### src/rtl/serial_byte_subtractor.sv
// Multi-cycle A - B - bin, one SLICE-bit slice per clock, LSB slice first, valid/ready on both sides.
// Define SERIAL_SUB_ADD_MODE_EN to add an 'op' input selecting A + B + bin instead.
module serial_byte_subtractor #(
    parameter int unsigned WIDTH = 32,
    parameter int unsigned SLICE = 8
) (
    input  logic             clk,
    input  logic             rst_n,
    input  logic             in_valid,
    output logic             in_ready,
    input  logic [WIDTH-1:0] A,
    input  logic [WIDTH-1:0] B,
    input  logic             bin,
`ifdef SERIAL_SUB_ADD_MODE_EN
    input  logic             op,
`endif
    output logic             out_valid,
    input  logic             out_ready,
    output logic [WIDTH-1:0] diff,
    output logic             bout,
    output logic             OF
);

    localparam int unsigned NSLICE = WIDTH / SLICE;
    localparam int unsigned IDXW   = (NSLICE > 1) ? $clog2(NSLICE) : 1;

    typedef enum logic [1:0] {StIdle, StBusy, StDone} state_e;

    state_e            state_q, state_d;
    logic [WIDTH-1:0]  a_q, a_d;
    logic [WIDTH-1:0]  b_q, b_d;
    logic [WIDTH-1:0]  diff_q, diff_d;
    logic [IDXW-1:0]   idx_q, idx_d;
    logic              borrow_q, borrow_d;
    logic              bout_q, bout_d;
    logic              of_q, of_d;
    logic              op_q, op_d;

    logic [SLICE-1:0]  a_sl;
    logic [SLICE-1:0]  b_sl;
    logic [SLICE:0]    slice_res;
    logic              last_slice;
    logic              a_msb, b_msb, d_msb;

    // Handshake outputs come only from the state register.
    assign in_ready  = (state_q == StIdle);
    assign out_valid = (state_q == StDone);
    assign diff      = diff_q;
    assign bout      = bout_q;
    assign OF        = of_q;

    always_comb begin
        a_sl       = a_q[idx_q*SLICE +: SLICE];
        b_sl       = b_q[idx_q*SLICE +: SLICE];
        last_slice = (idx_q == IDXW'(NSLICE - 1));
        // Top bit of the (SLICE+1)-bit result is the borrow (or carry) into the next slice.
        if (op_q) begin
            slice_res = {1'b0, a_sl} + {1'b0, b_sl} + {{SLICE{1'b0}}, borrow_q};
        end else begin
            slice_res = {1'b0, a_sl} - {1'b0, b_sl} - {{SLICE{1'b0}}, borrow_q};
        end
        a_msb = a_q[WIDTH-1];
        b_msb = b_q[WIDTH-1];
        d_msb = slice_res[SLICE-1];
    end

    always_comb begin
        state_d  = state_q;
        a_d      = a_q;
        b_d      = b_q;
        diff_d   = diff_q;
        idx_d    = idx_q;
        borrow_d = borrow_q;
        bout_d   = bout_q;
        of_d     = of_q;
        op_d     = op_q;
        case (state_q)
            StIdle: begin
                if (in_valid) begin
                    a_d      = A;
                    b_d      = B;
                    borrow_d = bin;
                    idx_d    = '0;
`ifdef SERIAL_SUB_ADD_MODE_EN
                    op_d     = op;
`else
                    op_d     = 1'b0;
`endif
                    state_d  = StBusy;
                end
            end
            StBusy: begin
                diff_d[idx_q*SLICE +: SLICE] = slice_res[SLICE-1:0];
                borrow_d = slice_res[SLICE];
                idx_d    = last_slice ? '0 : idx_q + IDXW'(1);
                if (last_slice) begin
                    bout_d  = slice_res[SLICE];
                    of_d    = op_q ? (~(a_msb ^ b_msb) & (d_msb ^ a_msb))
                                   : ((a_msb ^ b_msb) & (d_msb ^ a_msb));
                    state_d = StDone;
                end
            end
            StDone: begin
                if (out_ready) begin
                    state_d = StIdle;
                end
            end
            default: state_d = StIdle;
        endcase
    end

    always_ff @(posedge clk) begin
        if (!rst_n) begin
            state_q  <= StIdle;
            a_q      <= '0;
            b_q      <= '0;
            diff_q   <= '0;
            idx_q    <= '0;
            borrow_q <= 1'b0;
            bout_q   <= 1'b0;
            of_q     <= 1'b0;
            op_q     <= 1'b0;
        end else begin
            state_q  <= state_d;
            a_q      <= a_d;
            b_q      <= b_d;
            diff_q   <= diff_d;
            idx_q    <= idx_d;
            borrow_q <= borrow_d;
            bout_q   <= bout_d;
            of_q     <= of_d;
            op_q     <= op_d;
        end
    end

endmodule

### config.mk
export PLATFORM = sky130hd
export DESIGN_NAME = serial_byte_subtractor
export DESIGN_NICKNAME = d
export VERILOG_FILES = /design/src/rtl/serial_byte_subtractor.sv
export SDC_FILE = /design/constraint.sdc
export NUM_CORES = 1
export LEC_CHECK = 0
export ABC_AREA = 0
export BUFFER_PORTS_ARGS = -buffer_cell sky130_fd_sc_hd__buf_2
export CAP_MARGIN = 20
export CORE_MARGIN = 1.5
export CORE_UTILIZATION = 49
export CTS_CLUSTER_DIAMETER = 80
export DETAILED_ROUTE_END_ITERATION = 16
export HOLD_SLACK_MARGIN = 0.12
export PLACE_DENSITY = 0.76
export SKIP_CTS_REPAIR_TIMING = 1
export SLEW_MARGIN = 20
export SYNTH_ARGS = -nofsm -noshare
export SYNTH_HDL_FRONTEND = slang
export SYNTH_SLANG_ARGS = --single-unit
### constraint.sdc
create_clock -name clk -period 3.7 [get_ports clk]
set_clock_uncertainty 0.15 [all_clocks]
set_input_delay 0.925 -clock clk [delete_from_list [all_inputs] [get_ports clk]]
set_output_delay 0.925 -clock clk [all_outputs]
set_load 0.005 [all_outputs]
; ---- Word level (Yosys, flattened, before mapping)
; Cells that the tools add are included.
[totals]
register_bits = 103
in_bits = 69
output_inout_bits = 36
[op_classes]
eq_ne = 6
reduce_logical = 6
n_shift = 4
n_mux = 10
n_addsub = 4
bitwise = 3
[ops]
columns = cell, count
row1 = $shiftx A32 B6 Y8, 2
row2 = $neg A5 Y34, 1
row3 = $shift A8 B34 Y32 const A, 1
row4 = $shiftx A8 B34 Y32, 1
row5 = $bwmux W32, 1
row6 = $mux W2, 5
row7 = $sub A8 B8 Y9, 1
row8 = $sub A9 B1 Y9, 1
row9 = $pmux W2 S3, 1
row10 = $reduce_and A2 Y1, 3
row11 = $eq A2 B2 Y1 const B, 2
row12 = $ne A2 B2 Y1 const B, 2
row13 = $pmux W2 S2, 1
row14 = $reduce_and A3 Y1, 1
row15 = $add A2 B1 Y2 const B, 1
row16 = $eq A2 B1 Y1 const B, 1
row17 = $logic_not A2 Y1, 1
row18 = $ne A2 B1 Y1 const B, 1
row19 = $pmux W1 S2, 1
row20 = $reduce_bool A2 Y1, 1
row21 = $xor A1 B1 Y1, 2
row22 = $and A1 B1 Y1, 1
row23 = $mux W1, 1

; ---- Longest topological paths before layout
[depth]
word_depth = 5
ltp_mapped = 12
ltp_nobuf = 11

; ---- Worst setup path after synthesis
; OpenSTA, ideal clock, no wires.
[synth_timing]
path_type = reg-to-reg
start = reg idx_q[0]
end = reg diff_q[22], in the netlist diff[22]
slack_ns = -0.161
stages_incl_launch_ff = 12
t_arrival_ns = 3.589
n_path_buf = 2
t_required_ns = 3.428
path_cell_list = dfxtp_1 > buf_2 > buf_2 > mux4_2 > fa_1 > fa_1 > nand2b_1 > a21oi_1 > o21bai_1 > a21oi_1 > nor3b_1 > a311o_1
[synth_via]
elab_chain_cells = 5
word_cells_on_any_way = 8
classes_between = 3 x add/sub / 4 x shift / 1 x mux
[synth_lines]
columns = item, line_no
row1 = from (decl), 33  ; logic [IDXW-1:0] idx_q, idx_d;
row2 = from (signal assigned), 128  ; idx_q <= idx_d;
row3 = $shiftx A32 B6 Y8 (on tied branches), "53, 54"
row4 = $sub A8 B8 Y9, 60  ; slice_res = {1'b0, a_sl} - {1'b0, b_sl} - {{SLICE{1'b0}}, borrow_q};
row5 = $sub A9 B1 Y9, 60
row6 = $shiftx A8 B34 Y32, 93  ; diff_d[idx_q*SLICE +: SLICE] = slice_res[SLICE-1:0];
row7 = $bwmux W32 *, 93
row8 = to (signal assigned), 127  ; diff_q <= diff_d;
row9 = to (decl), 32  ; logic [WIDTH-1:0] diff_q, diff_d;
; Every way passes the cells marked *; elsewhere a longest branch is shown, timed or not.
; A chain may end at the register's enable or synchronous reset.

; ---- Worst setup path after layout
[layout_timing]
start = reg idx_q[0]
end = reg of_q, in the netlist OF
[layout_via]
elab_chain_cells = 5
word_cells_on_any_way = 8
classes_between = 2 x add/sub / 1 x eq/ne / 2 x shift / 2 x bitwise / 1 x reduce/logical
[layout_lines]
columns = item, line_no
row1 = $shiftx A32 B6 Y8 (on tied branches), "53, 54"
row2 = $sub A8 B8 Y9, 60
row3 = $sub A9 B1 Y9, 60
row4 = $xor A1 B1 Y1, "98, 99"
row5 = $and A1 B1 Y1, 99  ; : ((a_msb ^ b_msb) & (d_msb ^ a_msb));
row6 = to (signal assigned), 121  ; of_q <= 1'b0;
row7 = to (signal assigned), 131  ; of_q <= of_d;
row8 = to (decl), 36  ; logic of_q, of_d;
; Parallel ways exist; a longest one is shown, timed or not.

==> impl_metrics.toml <==
[placed_design]
io_buffers = 104
dp.final_hpwl_mm = 7.80
post_dp_cell_area_um2 = 5390
dp.cells = 738
globalplace.congestion = 0.869

[floorplanning]
die_area_um2 = 10300
start_util = 0.510
row_count = 35
die_w_um = 102
die_height_um = 102
io_pins = 105
core_um2 = 9330

[power_and_ir_drop]
ir_drop_mv = 0.165
p_per_area_nw_per_um2 = 419
power_frac_clock = 0.267
swShare = 0.304
p_leak_nw = 2.31
seqPwrFrac = 0.513
p_sw_uw = 708
internal_power_mw = 1.62
combPwrFrac = 0.220
p_total_mw = 2.33

[hold_path]
hp-class = "reg2reg"
hold_end = "a_q[17]"
hp-start = "a_q[17]"
holdPathStages = 2

[grt]
antenna_found_initial = 0
grt_max_degree = 65
grt_usage = 0.221
first_global_vias = 3820
grt_pass1_wl_mm = 17.8
gr-total-overflow = 0

[synthesis]
synth_nets = 618
synth-seq-area-share = 0.433
yosys.area_share.simple = 0.209
syn_area_um2 = 4760
yosys-top-cells-area = "dfxtp_1 43%, nand2_1 12%, a21boi_1 10%"
synth_cell_types = 45
ys.flop_type = "dfxtp_1"
syn_inst = 529
synth_top_family_by_area = "simple AND/OR/NAND/NOR gates"
synth_adder_area_share = 0.0557
synth_compound_area_frac = 0.173
synthMuxAreaShare = 0.0757
synth-xor-area-share = 0.00920
avgSynthCellArea_um2 = 8.99
ys_warn_count = 0
synth_top_area_cell = "dfxtp_1"
synth_top_area_frac = 0.433
synth_edf_count = 0
ys_seq_elements = 103
async_flop_share = 0

[clocking]
cts.path.max_buffers = 2
cts_tree = "built"
cts-root-buf = "clkbuf_8"
path_clk_slew_ns = 0.09
cts_buffers = 9
cts_sinks = 103
htreeDepth = 3
clk_latency_ns = 0.37

[layout]
final_cell_count_no_fill = 753
area_growth_pct = 16.7
diodes = 0
drive_gt1_frac = 0.242
fin_util = 0.596
n_fill_cell = 839
design_area_um2 = 5560
fin_nets = 709

[sta]
setup_tns_ns = 0
report.final.slew_viol_count = 0
grt_setup_unrepaired = "no"
slew_headroom = 0.390
fmax_ghz = 0.293
setup_violations = 0
period_share = 0.923
worstMarginPinSlew_ns = 0.909
period_needed_ns = 3.42
hold_violations = 0

[routing]
vias_per_cell = 5.20
vias = 3912
wl_per_cell_um = 14.0
drtIter0Drc = 146
ant_nets = 0
drt_wl_total_mm = 10.5
drtPass1Iterations = 4
route.detailed.drc = 0

[setup_path]
crit_cells = 11
endpoint_kind = "flip-flop"
reg2regPathDepth = 11
rr_endpoint = "OF"
r2r_start = "idx_q[0]"
critPathSlowestCell = "mux4_2"
critPathTopFamily = "adder cells"
critPathLaunchType = "flip-flop"
arrival_ns = 3.56
reg2reg_slack_ns = 0.28
worstPathRequired_ns = 3.85
crit_buf_inv = 2
crit_type = "reg2reg"
critical_path.max_fanout = 18
crit_start = "idx_q[0]"
path_cells = "buf_4, mux4_2, ha_1, inv_1, ha_1, o21ai_0, nor2_1, o21ai_0, o221a_1, or3b_1, a31oi_1"
max_stage_delay_ns = 0.55

[job]
max_cap_viol_count = 0

[status]
outcome = "finished, final reports clean"
==> synthesized netlist by cell type (3+ instances only) <==
cell / number
a21oi_1: 7
inv_1: 21
o21ai_0: 4
nand2b_1: 5
a22oi_1: 20
nor2b_1: 23
xnor2_1: 3
o21ai_1: 6
ha_1: 18
dfxtp_1: 103
clkbuf_1: 25
nand3_1: 15
o21a_1: 3
a21boi_1: 65
buf_1: 3
buf_2: 3
mux4_2: 16
nand2_1: 146
nor3_1: 6
nor2_1: 3
==> cells by family after synthesis <==
group	after synthesis
AND/OR/NAND/NOR	217
flip-flops	103
AO/OA/AOI/OAI	114
buffers and inverters	54
adder cells (fa/ha/maj)	20
multiplexers	16
XOR/XNOR	5
==> flip-flops by register name (all words and copies together) (netlist names) <==
| name | flops |
|---|---|
| OF | 1 |
| a_q | 32 |
| b_q | 32 |
| borrow_q | 1 |
| bout | 1 |
| diff | 32 |
| idx_q | 2 |
| state_q | 2 |
==> worst register-to-register path, delay by kind of cell, from the launching register on <==
kind                     cells  cell delay (ns)
AND/OR/NAND/NOR              2             0.50
buffers and inverters        2             0.38
adder cells (fa/ha/maj)      2             0.70
AO/OA/AOI/OAI                4             0.67
multiplexers                 1             0.55
flip-flops                   1             0.39
==> power by group through the flow <==
| stage | registers, mW | clock network, mW | logic, mW |
|---|---|---|---|
| 2_1_floorplan | 1.21 | 0 | 0.354 |
| 6_report | 1.19 | 0.621 | 0.512 |
| 4_1_cts | 1.19 | 0.631 | 0.514 |
| 3_3_place_gp | 1.22 | 0 | 0.495 |
| 3_5_place_dp | 1.22 | 0 | 0.511 |
| 5_1_grt | 1.20 | 0.677 | 0.577 |
==> through the flow <==
step | worst slack, ns | hold WS (ns)
2_1_floorplan | 0.0387 | 0.282
3_3_place_gp | 0.496 | 0.289
3_5_place_dp | 0.345 | 0.294
4_1_cts | 0.304 | 0.307
5_1_grt | 0.106 | 0.325
6_report | 0.284 | 0.307
==> placed cells by master, fill, tap and decap left out, drive strengths merged, types with 2 or more instances in the layout <==
cell type  synthesis  routed
clkinv             0       3
a22oi             20      20
nor3b              2       2
o21a               3       3
a21oi              7       7
nand4              2       2
and2               2       2
xnor2              3       3
o311ai             2       2
nand2            146     146
nor2b             23      23
a21boi            65      65
ha                18      18
inv               22      23
dfxtp            103     103
mux4              16      16
nand2b             5       5
clkbuf            25      10
nor2               3       3
buf                7     112
nand3             16      16
nor3               7       7
fa                 2       2
and3               2       2
a311o              2       2
xor2               2       2
o21ai             10      10
and4               2       2
==> area by class of cell <==
| cell class | count | area [um^2] | area share |
|---|---|---|---|
| multi-input cells | 372 | 2490 | 0.449 |
| flip-flops and latches | 103 | 2060 | 0.371 |
| repair buffers | 112 | 593 | 0.107 |
| well taps | 129 | 161 | 0.0291 |
| clock buffers | 10 | 128 | 0.0230 |
| inverters | 22 | 82.6 | 0.0149 |
| clock inverters | 5 | 35.0 | 0.00631 |
==> routing by layer <==
metal / vias to the layer above / GRT usage / share of wire
li1: 1985 / - / -
met1: 1808 / 0.280 / 0.46
met2: 97 / 0.377 / 0.48
met3: 22 / 0.0518 / 0.040
met4: 0 / 0.0620 / 0.018
met5: - / 0 / 0
==> worst max-delay path by stage <==
stage,endpoint
6_report,OF
3_3_place_gp,OF
2_1_floorplan,diff[22]
3_5_place_dp,OF
5_1_grt,OF
4_1_cts,OF
Power figures use the tool's default switching activity.
